===== src/rtl/gbe_tx_packetizer_if.sv =====
// ---------------------------------------------------------------------------
// gbe_tx_packetizer_if
// Bundles everything between the packetizer and its surroundings except the
// clock and reset: configuration, the 32-bit input word stream, the byte-wide
// UDP TX bus and the status outputs.
//   slave  : the packetizer side (drives in_ready, app_tx_*, status)
//   master : the application / UDP core side (drives config, stream, afull)
// ---------------------------------------------------------------------------
interface gbe_tx_packetizer_if;
   logic        enable;
   logic [31:0] cfg_destip;
   logic [15:0] cfg_destport;
   logic [31:0] in_data;
   logic        in_valid;
   logic        in_ready;
   logic [7:0]  app_tx_data;
   logic        app_tx_dvld;
   logic        app_tx_eof;
   logic [31:0] app_tx_destip;
   logic [15:0] app_tx_destport;
   logic        app_tx_afull;
   logic        app_tx_overflow;
   logic [31:0] pkt_count;
   logic        overflow_seen;

   modport master (
      output enable, cfg_destip, cfg_destport, in_data, in_valid,
             app_tx_afull, app_tx_overflow,
      input  in_ready, app_tx_data, app_tx_dvld, app_tx_eof,
             app_tx_destip, app_tx_destport, pkt_count, overflow_seen
   );

   modport slave (
      input  enable, cfg_destip, cfg_destport, in_data, in_valid,
             app_tx_afull, app_tx_overflow,
      output in_ready, app_tx_data, app_tx_dvld, app_tx_eof,
             app_tx_destip, app_tx_destport, pkt_count, overflow_seen
   );
endinterface


===== src/rtl/gbe_tx_packetizer.sv =====
// ---------------------------------------------------------------------------
// gbe_tx_packetizer
// Packs PAYLOAD_WORDS 32-bit words (MSB byte first) into one UDP payload and
// streams it byte by byte to a UDP TX core.
//
// Ports
//   app_clk : single clock, rising edge
//   app_rst : synchronous, active-high reset
//   bus     : gbe_tx_packetizer_if.slave
//             enable / cfg_destip / cfg_destport  - start gating and address
//             in_data / in_valid / in_ready        - input word stream
//             app_tx_data/dvld/eof/destip/destport - byte stream to UDP TX
//             app_tx_afull / app_tx_overflow       - downstream flow status
//             pkt_count / overflow_seen            - status
//
// Build option
//   GBE_TX_PKT_SEQ_HEADER_EN : when defined, every packet is prefixed with
//   the current pkt_count (4 bytes, MSB first). When undefined the header
//   state is never entered and its logic is not built.
// ---------------------------------------------------------------------------
module gbe_tx_packetizer #(
   parameter int PAYLOAD_WORDS = 256
) (
   input  logic                  app_clk,
   input  logic                  app_rst,
   gbe_tx_packetizer_if.slave    bus
);

   localparam int             CW        = $clog2(PAYLOAD_WORDS + 1);
   localparam logic [CW-1:0]  LAST_WORD = CW'(PAYLOAD_WORDS - 1);
   localparam logic [CW-1:0]  ALL_WORDS = CW'(PAYLOAD_WORDS);

   typedef enum logic [1:0] {IDLE, HDR, DATA} state_t;

   state_t          state_q, state_d;
   logic [31:0]     hold_q, hold_d;
   logic            hold_full_q, hold_full_d;
   logic [1:0]      byte_idx_q, byte_idx_d;
   logic [CW-1:0]   acc_cnt_q, acc_cnt_d;     // words accepted this packet
   logic [CW-1:0]   sent_cnt_q, sent_cnt_d;   // words fully transmitted
   logic [31:0]     destip_q, destip_d;
   logic [15:0]     destport_q, destport_d;
   logic [31:0]     pkt_cnt_q, pkt_cnt_d;
   logic            ovf_q, ovf_d;

   logic            start, hdr_act, dvld, xfer_b3, eof, in_ready, in_fire;
   logic [7:0]      tx_data;

   function automatic logic [7:0] byte_sel(input logic [31:0] w, input logic [1:0] idx);
      logic [7:0] b;
      case (idx)
         2'd0:    b = w[31:24];
         2'd1:    b = w[23:16];
         2'd2:    b = w[15:8];
         default: b = w[7:0];
      endcase
      return b;
   endfunction

   always_comb begin
`ifdef GBE_TX_PKT_SEQ_HEADER_EN
      hdr_act  = (state_q == HDR);
`else
      hdr_act  = 1'b0;
`endif
      start    = (state_q == IDLE) && bus.enable && !bus.app_tx_afull && bus.in_valid;
      // afull gates dvld combinationally so a pause costs zero cycles
      dvld     = (hdr_act || ((state_q == DATA) && hold_full_q)) && !bus.app_tx_afull;
      xfer_b3  = dvld && (state_q == DATA) && (byte_idx_q == 2'd3);
      eof      = xfer_b3 && (sent_cnt_q == LAST_WORD);
      // The holding register may be refilled on the same cycle its last byte
      // leaves, which keeps the byte stream gap-free.
      in_ready = ((state_q != IDLE) || start) && (!hold_full_q || xfer_b3)
                 && (acc_cnt_q != ALL_WORDS);
      in_fire  = in_ready && bus.in_valid;

      tx_data  = 8'h00;
      if (state_q == DATA)
         tx_data = byte_sel(hold_q, byte_idx_q);
`ifdef GBE_TX_PKT_SEQ_HEADER_EN
      if (hdr_act)
         tx_data = byte_sel(pkt_cnt_q, byte_idx_q);
`endif
   end

   always_comb begin
      state_d     = state_q;
      hold_d      = hold_q;
      hold_full_d = hold_full_q;
      byte_idx_d  = byte_idx_q;
      acc_cnt_d   = acc_cnt_q;
      sent_cnt_d  = sent_cnt_q;
      destip_d    = destip_q;
      destport_d  = destport_q;
      pkt_cnt_d   = pkt_cnt_q;
      ovf_d       = ovf_q | bus.app_tx_overflow;

      if (in_fire) begin
         hold_d      = bus.in_data;
         hold_full_d = 1'b1;
         acc_cnt_d   = acc_cnt_q + 1'b1;
      end

      case (state_q)
         IDLE: begin
            if (start) begin
               destip_d   = bus.cfg_destip;
               destport_d = bus.cfg_destport;
               byte_idx_d = 2'd0;
`ifdef GBE_TX_PKT_SEQ_HEADER_EN
               state_d    = HDR;
`else
               state_d    = DATA;
`endif
            end
         end
`ifdef GBE_TX_PKT_SEQ_HEADER_EN
         HDR: begin
            if (dvld) begin
               byte_idx_d = byte_idx_q + 2'd1;
               if (byte_idx_q == 2'd3)
                  state_d = DATA;
            end
         end
`endif
         DATA: begin
            if (dvld) begin
               byte_idx_d = byte_idx_q + 2'd1;
               if (byte_idx_q == 2'd3) begin
                  sent_cnt_d = sent_cnt_q + 1'b1;
                  if (!in_fire)
                     hold_full_d = 1'b0;
               end
               if (eof) begin
                  // No restart on the eof cycle: the next packet begins in IDLE.
                  state_d     = IDLE;
                  sent_cnt_d  = '0;
                  acc_cnt_d   = '0;
                  hold_full_d = 1'b0;
                  pkt_cnt_d   = pkt_cnt_q + 32'd1;
               end
            end
         end
         default: state_d = IDLE;
      endcase
   end

   always_ff @(posedge app_clk) begin
      if (app_rst) begin
         state_q     <= IDLE;
         hold_q      <= '0;
         hold_full_q <= 1'b0;
         byte_idx_q  <= 2'd0;
         acc_cnt_q   <= '0;
         sent_cnt_q  <= '0;
         destip_q    <= '0;
         destport_q  <= '0;
         pkt_cnt_q   <= '0;
         ovf_q       <= 1'b0;
      end else begin
         state_q     <= state_d;
         hold_q      <= hold_d;
         hold_full_q <= hold_full_d;
         byte_idx_q  <= byte_idx_d;
         acc_cnt_q   <= acc_cnt_d;
         sent_cnt_q  <= sent_cnt_d;
         destip_q    <= destip_d;
         destport_q  <= destport_d;
         pkt_cnt_q   <= pkt_cnt_d;
         ovf_q       <= ovf_d;
      end
   end

   assign bus.in_ready        = in_ready;
   assign bus.app_tx_data     = tx_data;
   assign bus.app_tx_dvld     = dvld;
   assign bus.app_tx_eof      = eof;
   assign bus.app_tx_destip   = destip_q;
   assign bus.app_tx_destport = destport_q;
   assign bus.pkt_count       = pkt_cnt_q;
   assign bus.overflow_seen   = ovf_q;

endmodule


===== src/flat_wrapper.sv =====
// flat-port wrapper written by rule: the top's interface ports become plain ports
module gbe_tx_packetizer_flat 
#(
   parameter int PAYLOAD_WORDS = 256
)
  (app_clk, app_rst, bus_enable, bus_cfg_destip, bus_cfg_destport, bus_in_data, bus_in_valid, bus_app_tx_afull, bus_app_tx_overflow, bus_in_ready, bus_app_tx_data, bus_app_tx_dvld, bus_app_tx_eof, bus_app_tx_destip, bus_app_tx_destport, bus_pkt_count, bus_overflow_seen);
  gbe_tx_packetizer_if bus_i ();
  input  logic app_clk;
  input  logic app_rst;
  input wire logic [$bits(bus_i.enable)-1:0] bus_enable;
  input wire logic [$bits(bus_i.cfg_destip)-1:0] bus_cfg_destip;
  input wire logic [$bits(bus_i.cfg_destport)-1:0] bus_cfg_destport;
  input wire logic [$bits(bus_i.in_data)-1:0] bus_in_data;
  input wire logic [$bits(bus_i.in_valid)-1:0] bus_in_valid;
  input wire logic [$bits(bus_i.app_tx_afull)-1:0] bus_app_tx_afull;
  input wire logic [$bits(bus_i.app_tx_overflow)-1:0] bus_app_tx_overflow;
  output wire logic [$bits(bus_i.in_ready)-1:0] bus_in_ready;
  output wire logic [$bits(bus_i.app_tx_data)-1:0] bus_app_tx_data;
  output wire logic [$bits(bus_i.app_tx_dvld)-1:0] bus_app_tx_dvld;
  output wire logic [$bits(bus_i.app_tx_eof)-1:0] bus_app_tx_eof;
  output wire logic [$bits(bus_i.app_tx_destip)-1:0] bus_app_tx_destip;
  output wire logic [$bits(bus_i.app_tx_destport)-1:0] bus_app_tx_destport;
  output wire logic [$bits(bus_i.pkt_count)-1:0] bus_pkt_count;
  output wire logic [$bits(bus_i.overflow_seen)-1:0] bus_overflow_seen;
  assign bus_i.enable = bus_enable;
  assign bus_i.cfg_destip = bus_cfg_destip;
  assign bus_i.cfg_destport = bus_cfg_destport;
  assign bus_i.in_data = bus_in_data;
  assign bus_i.in_valid = bus_in_valid;
  assign bus_i.app_tx_afull = bus_app_tx_afull;
  assign bus_i.app_tx_overflow = bus_app_tx_overflow;
  assign bus_in_ready = bus_i.in_ready;
  assign bus_app_tx_data = bus_i.app_tx_data;
  assign bus_app_tx_dvld = bus_i.app_tx_dvld;
  assign bus_app_tx_eof = bus_i.app_tx_eof;
  assign bus_app_tx_destip = bus_i.app_tx_destip;
  assign bus_app_tx_destport = bus_i.app_tx_destport;
  assign bus_pkt_count = bus_i.pkt_count;
  assign bus_overflow_seen = bus_i.overflow_seen;
  gbe_tx_packetizer #(.PAYLOAD_WORDS(PAYLOAD_WORDS)) u_core (.app_clk(app_clk), .app_rst(app_rst), .bus(bus_i));
endmodule

===== config.mk =====
export PLATFORM = sky130hd
export DESIGN_NAME = gbe_tx_packetizer_flat
export DESIGN_NICKNAME = d
export VERILOG_FILES = /design/src/rtl/gbe_tx_packetizer_if.sv /design/src/rtl/gbe_tx_packetizer.sv /design/src/flat_wrapper.sv
export SDC_FILE = /design/constraint.sdc
export NUM_CORES = 1
export LEC_CHECK = 0
export BUFFER_PORTS_ARGS = -buffer_cell sky130_fd_sc_hd__buf_2
export CAP_MARGIN = 10
export CORE_ASPECT_RATIO = 1.25
export CORE_UTILIZATION = 57
export CTS_BUF_LIST = sky130_fd_sc_hd__clkbuf_2 sky130_fd_sc_hd__clkbuf_4 sky130_fd_sc_hd__clkbuf_8
export DETAILED_ROUTE_END_ITERATION = 6
export PLACE_DENSITY = 0.88
export SETUP_SLACK_MARGIN = 0.05
export SKIP_CTS_REPAIR_TIMING = 1
export SYNTH_ARGS = -nofsm -noshare
export SYNTH_HDL_FRONTEND = slang
export SYNTH_SLANG_ARGS = --single-unit
export TNS_END_PERCENT = 20

===== constraint.sdc =====
create_clock -name app_clk -period 3.7 [get_ports app_clk]
set_clock_uncertainty 0.2 [all_clocks]
set_input_delay 0 -clock app_clk [delete_from_list [all_inputs] [get_ports app_clk]]
set_output_delay 0 -clock app_clk [all_outputs]
set_load 0.005 [all_outputs]

==> impl_metrics.yaml <==
critical_path:
  crit_path_end: "u_core.bus.app_tx_destip[6]$_SDFFE_PP0P_"
  worstSetupPathType: "in2reg"
  startpoint: "bus_app_tx_afull"
  cp_max_fo: 49
  crit_path_end_kind: "flip-flop"
  r2r-start: "u_core.byte_idx_q[0]$_SDFFE_PP0P_"
  path_cells: "dlygate4sd3_1, buf_2, nand3b_1, nor2_4, nand2_1, a21oi_1, dlygate4sd3_1"
  crit_top_cell: "dlygate4sd3_1"
  slowest_delay_ns: 0.86
  crit_slowest_cell: "nor2_4"
  worstReg2RegEnd: "u_core.bus.pkt_count[31]$_SDFFE_PP0P_"
  crit_required_ns: 3.86
  ff2ff_path_depth: 6
  startpoint_type: "input pin"
  critPathArrivalTime_ns: 3.00
  reg2reg_slack_ns: 0.98
grt:
  grt_pass1_vias: 4886
  grt_use_total_pct: 25.7
  antenna_found_initial: 0
  overflow: 0
  grt_max_degree: 83
  grt_pass1_wl_mm: 21.6
synth:
  synth_area_leaders: "dfxtp_1 (47%), nand2_1 (7.7%), nor2_1 (6.7%), a21oi_1 (6.1%), mux2i_1 (6.1%)"
  synth_cell_types: 44
  yosysTopAreaCell: "dfxtp_1"
  synth_top_cell_area_share_pct: 46.7
  synth-edff-count: 0
  avgSynthCellArea_um2: 8.75
  ys.warnings.count: 0
  async_flop_share_pct: 0
  ys_ff_latch: 135
  synth_nets: 757
  syn_area_mm2: 0.00578
  ys_seq_area_share_pct: 46.7
  synthCells: 661
  synth_ff_type: "dfxtp_1"
outcome:
  outcome: "finished with violations"
  violations: "design-rule violations"
pwr:
  p_comb_share_pct: 10.4
  p_clk_share_pct: 37.9
  leakage_nw: 3.71
  seqPwrFrac_pct: 51.7
  p_sw_share_pct: 24.2
  p_sw_mw: 0.711
  peakVddDrop_mv: 0.325
  power-per-cell-area_mw_per_mm2: 359
  p_int_mw: 2.22
drt:
  drt_first_iter_violations: 387
  vias: 6014
  dr.max_layer_used: "met4"
  wl_met2_mm: 9.45
  route.detailed.vias_per_inst: 5.59
  drc: 1
  met3_wirelength_mm: 1.47
  wl_met1_mm: 6.50
  drt_wl_total_mm: 18.2
  first_pass_iters: 7
  avgRoutedWirePerCell_um: 17.0
  ant_nets: 0
final_layout:
  syn_to_final_growth_pct: 41.4
  drive_above_1_share_pct: 24.7
  final_cells: 1076
  fin_nets: 1033
placement:
  port_buffers: 177
  gp_congestion: 0.806
  dp.cells: 927
  hpwlAfterDp_mm: 9.49
floorplan:
  initial_core_util_pct: 59.3
  die-area_mm2: 0.0106
  fp-row-count: 40
  ios: 178
  die_w_um: 92.1
  core_area_mm2: 0.00976
  die_h_um: 115
timing:
  grt_setup_unrepaired: "no"
  period_minus_slack_ns: 2.84
  max_clock_freq_ghz: 0.353
  hold_slack_ns: 0.134
  tns_ns: 0
  hold_violations: 0
  finalCritPeriodShare_pct: 76.7
  relSlewSlack_pct: 26.8
  worstMarginPinSlew_ns: 1.10
  final_max_slew_viol_count: 0
  setup_viol: 0
cts:
  h-tree-depth: 4
  cts_buffers: 17
  tritoncts: "yes"
  clockBufferDepth: 2
  clk_pin_slew_ns: 0.07
  clock-sinks: 135
  clock_latency_ns: 0.43
  root_buffer: "clkbuf_8"
job:
  cap_violations: 0
worst_hold_path:
  hold_class: "in2reg"
## synth_stat cells (2+ instances only)
master,instances
dfxtp_1,135
nand2_1,118
nor2_1,103
a21oi_1,70
mux2i_1,35
xnor2_1,29
clkbuf_1,25
inv_1,15
nor4_2,12
ha_1,10
nand3_1,10
xor2_1,9
a222oi_1,8
nor3_1,7
buf_6,6
nand4_1,6
o21ai_0,6
or3_1,6
and4_1,5
nand4_4,5
and3_1,4
buf_1,4
and2_1,3
buf_2,3
o211ai_1,3
nand2b_1,2
nand3b_1,2
nor4_1,2
nor4b_1,2
o2111ai_1,2
## critical path, delay by kind of cell
family	cells	cell delay [ns]
AND/OR/NAND/NOR	3	1.42
buffers and inverters	3	1.28
AO/OA/AOI/OAI	1	0.26
## cells in the final DEF, fill, tap and decap left out, types with 9 or more instances in the layout
cell	count
xor2_1	9
ha_1	10
nand2_1	118
mux2i_1	35
buf_2	176
nor2_1	102
dfxtp_1	135
xnor2_1	29
nor4_2	12
a21oi_1	70
clkbuf_8	18
dlygate4sd3_1	117
nand3_1	10
inv_1	15
## metal layers
layer  vias up  GRT usage [%]
met4         0           11.5
met5         -              0
met3        84           7.44
li1       2785              -
met2       350           45.9
met1      2795           28.0
## power groups by stage
| stage | clock, mW | combinational, mW | sequential [mW] |
|---|---|---|---|
| 2_1_floorplan | 0 | 0.115 | 1.54 |
| 3_3_place_gp | 0 | 0.190 | 1.54 |
| 3_5_place_dp | 0 | 0.198 | 1.54 |
| 4_1_cts | 1.12 | 0.199 | 1.51 |
| 5_1_grt | 1.18 | 0.325 | 1.52 |
| 6_report | 1.11 | 0.305 | 1.52 |
## flip-flops by register name (all words and copies together), names as in the netlist
name / flops
u_core.bus.pkt_count: 32
u_core.bus.app_tx_destip: 32
u_core.bus.overflow_seen: 1
u_core.state_q: 1
u_core.bus.app_tx_destport: 16
u_core.hold_q: 32
u_core.hold_full_q: 1
u_core.sent_cnt_q: 9
u_core.byte_idx_q: 2
u_core.acc_cnt_q: 9
## how the worst min path moves through the flow
stage	depth (start not counted)	startpoint	slack, ns	to
finish	4	bus_app_tx_overflow	0.13	u_core.bus.overflow_seen$_SDFF_PP0_
global route	4	bus_app_tx_overflow	0.12	u_core.bus.overflow_seen$_SDFF_PP0_
global placement	3	bus_app_tx_overflow	0.01	u_core.bus.overflow_seen$_SDFF_PP0_
CTS	3	bus_app_tx_overflow	-0.43	u_core.bus.overflow_seen$_SDFF_PP0_
floorplan	1	bus_app_tx_afull	-0.15	bus_app_tx_dvld
detailed placement	3	bus_app_tx_overflow	0.03	u_core.bus.overflow_seen$_SDFF_PP0_
## metrics by stage
step / utilization, % / total power, mW / area (µm²) / worst slack (ns)
final: 83.8 / 2.93 / 8180 / 0.864
after global routing: 83.7 / 3.03 / 8170 / 0.596
after CTS: 71.7 / 2.83 / 7000 / 0.969
after detailed placement: 68.1 / 1.74 / 6650 / 0.974
after global placement: 68.1 / 1.73 / 6650 / 1.16
after floorplan: - / 1.66 / 5780 / 1.52
## logic make-up (layout without fill, tap and decap cells)
group / after synthesis / count (layout) / share of synthesized area (%)
xor gates and xnor gates: 38 / 38 / 5.76
muxes: 35 / 35 / 6.06
adders and majority gates: 10 / 10 / 2.16
buffers and inverters: 55 / 343 / 4.67
and+or+nand+nor: 294 / 294 / 25.2
AOI/OAI and AO/OA: 94 / 94 / 9.37
other: 0 / 1 / 0
DFF: 135 / 135 / 46.7
## cell type report
class,count,area (µm²)
Tap cell,126,158
Antenna cell,1,2.50
Fill cell,503,1580
Sequential cell,135,2700
Multi-Input combinational cell,471,2820
Timing Repair Buffer,297,2080
Inverter,15,56.3
Clock buffer,22,278
Clock inverter,9,78.8
No activity file was read; power rests on OpenSTA's default activity.
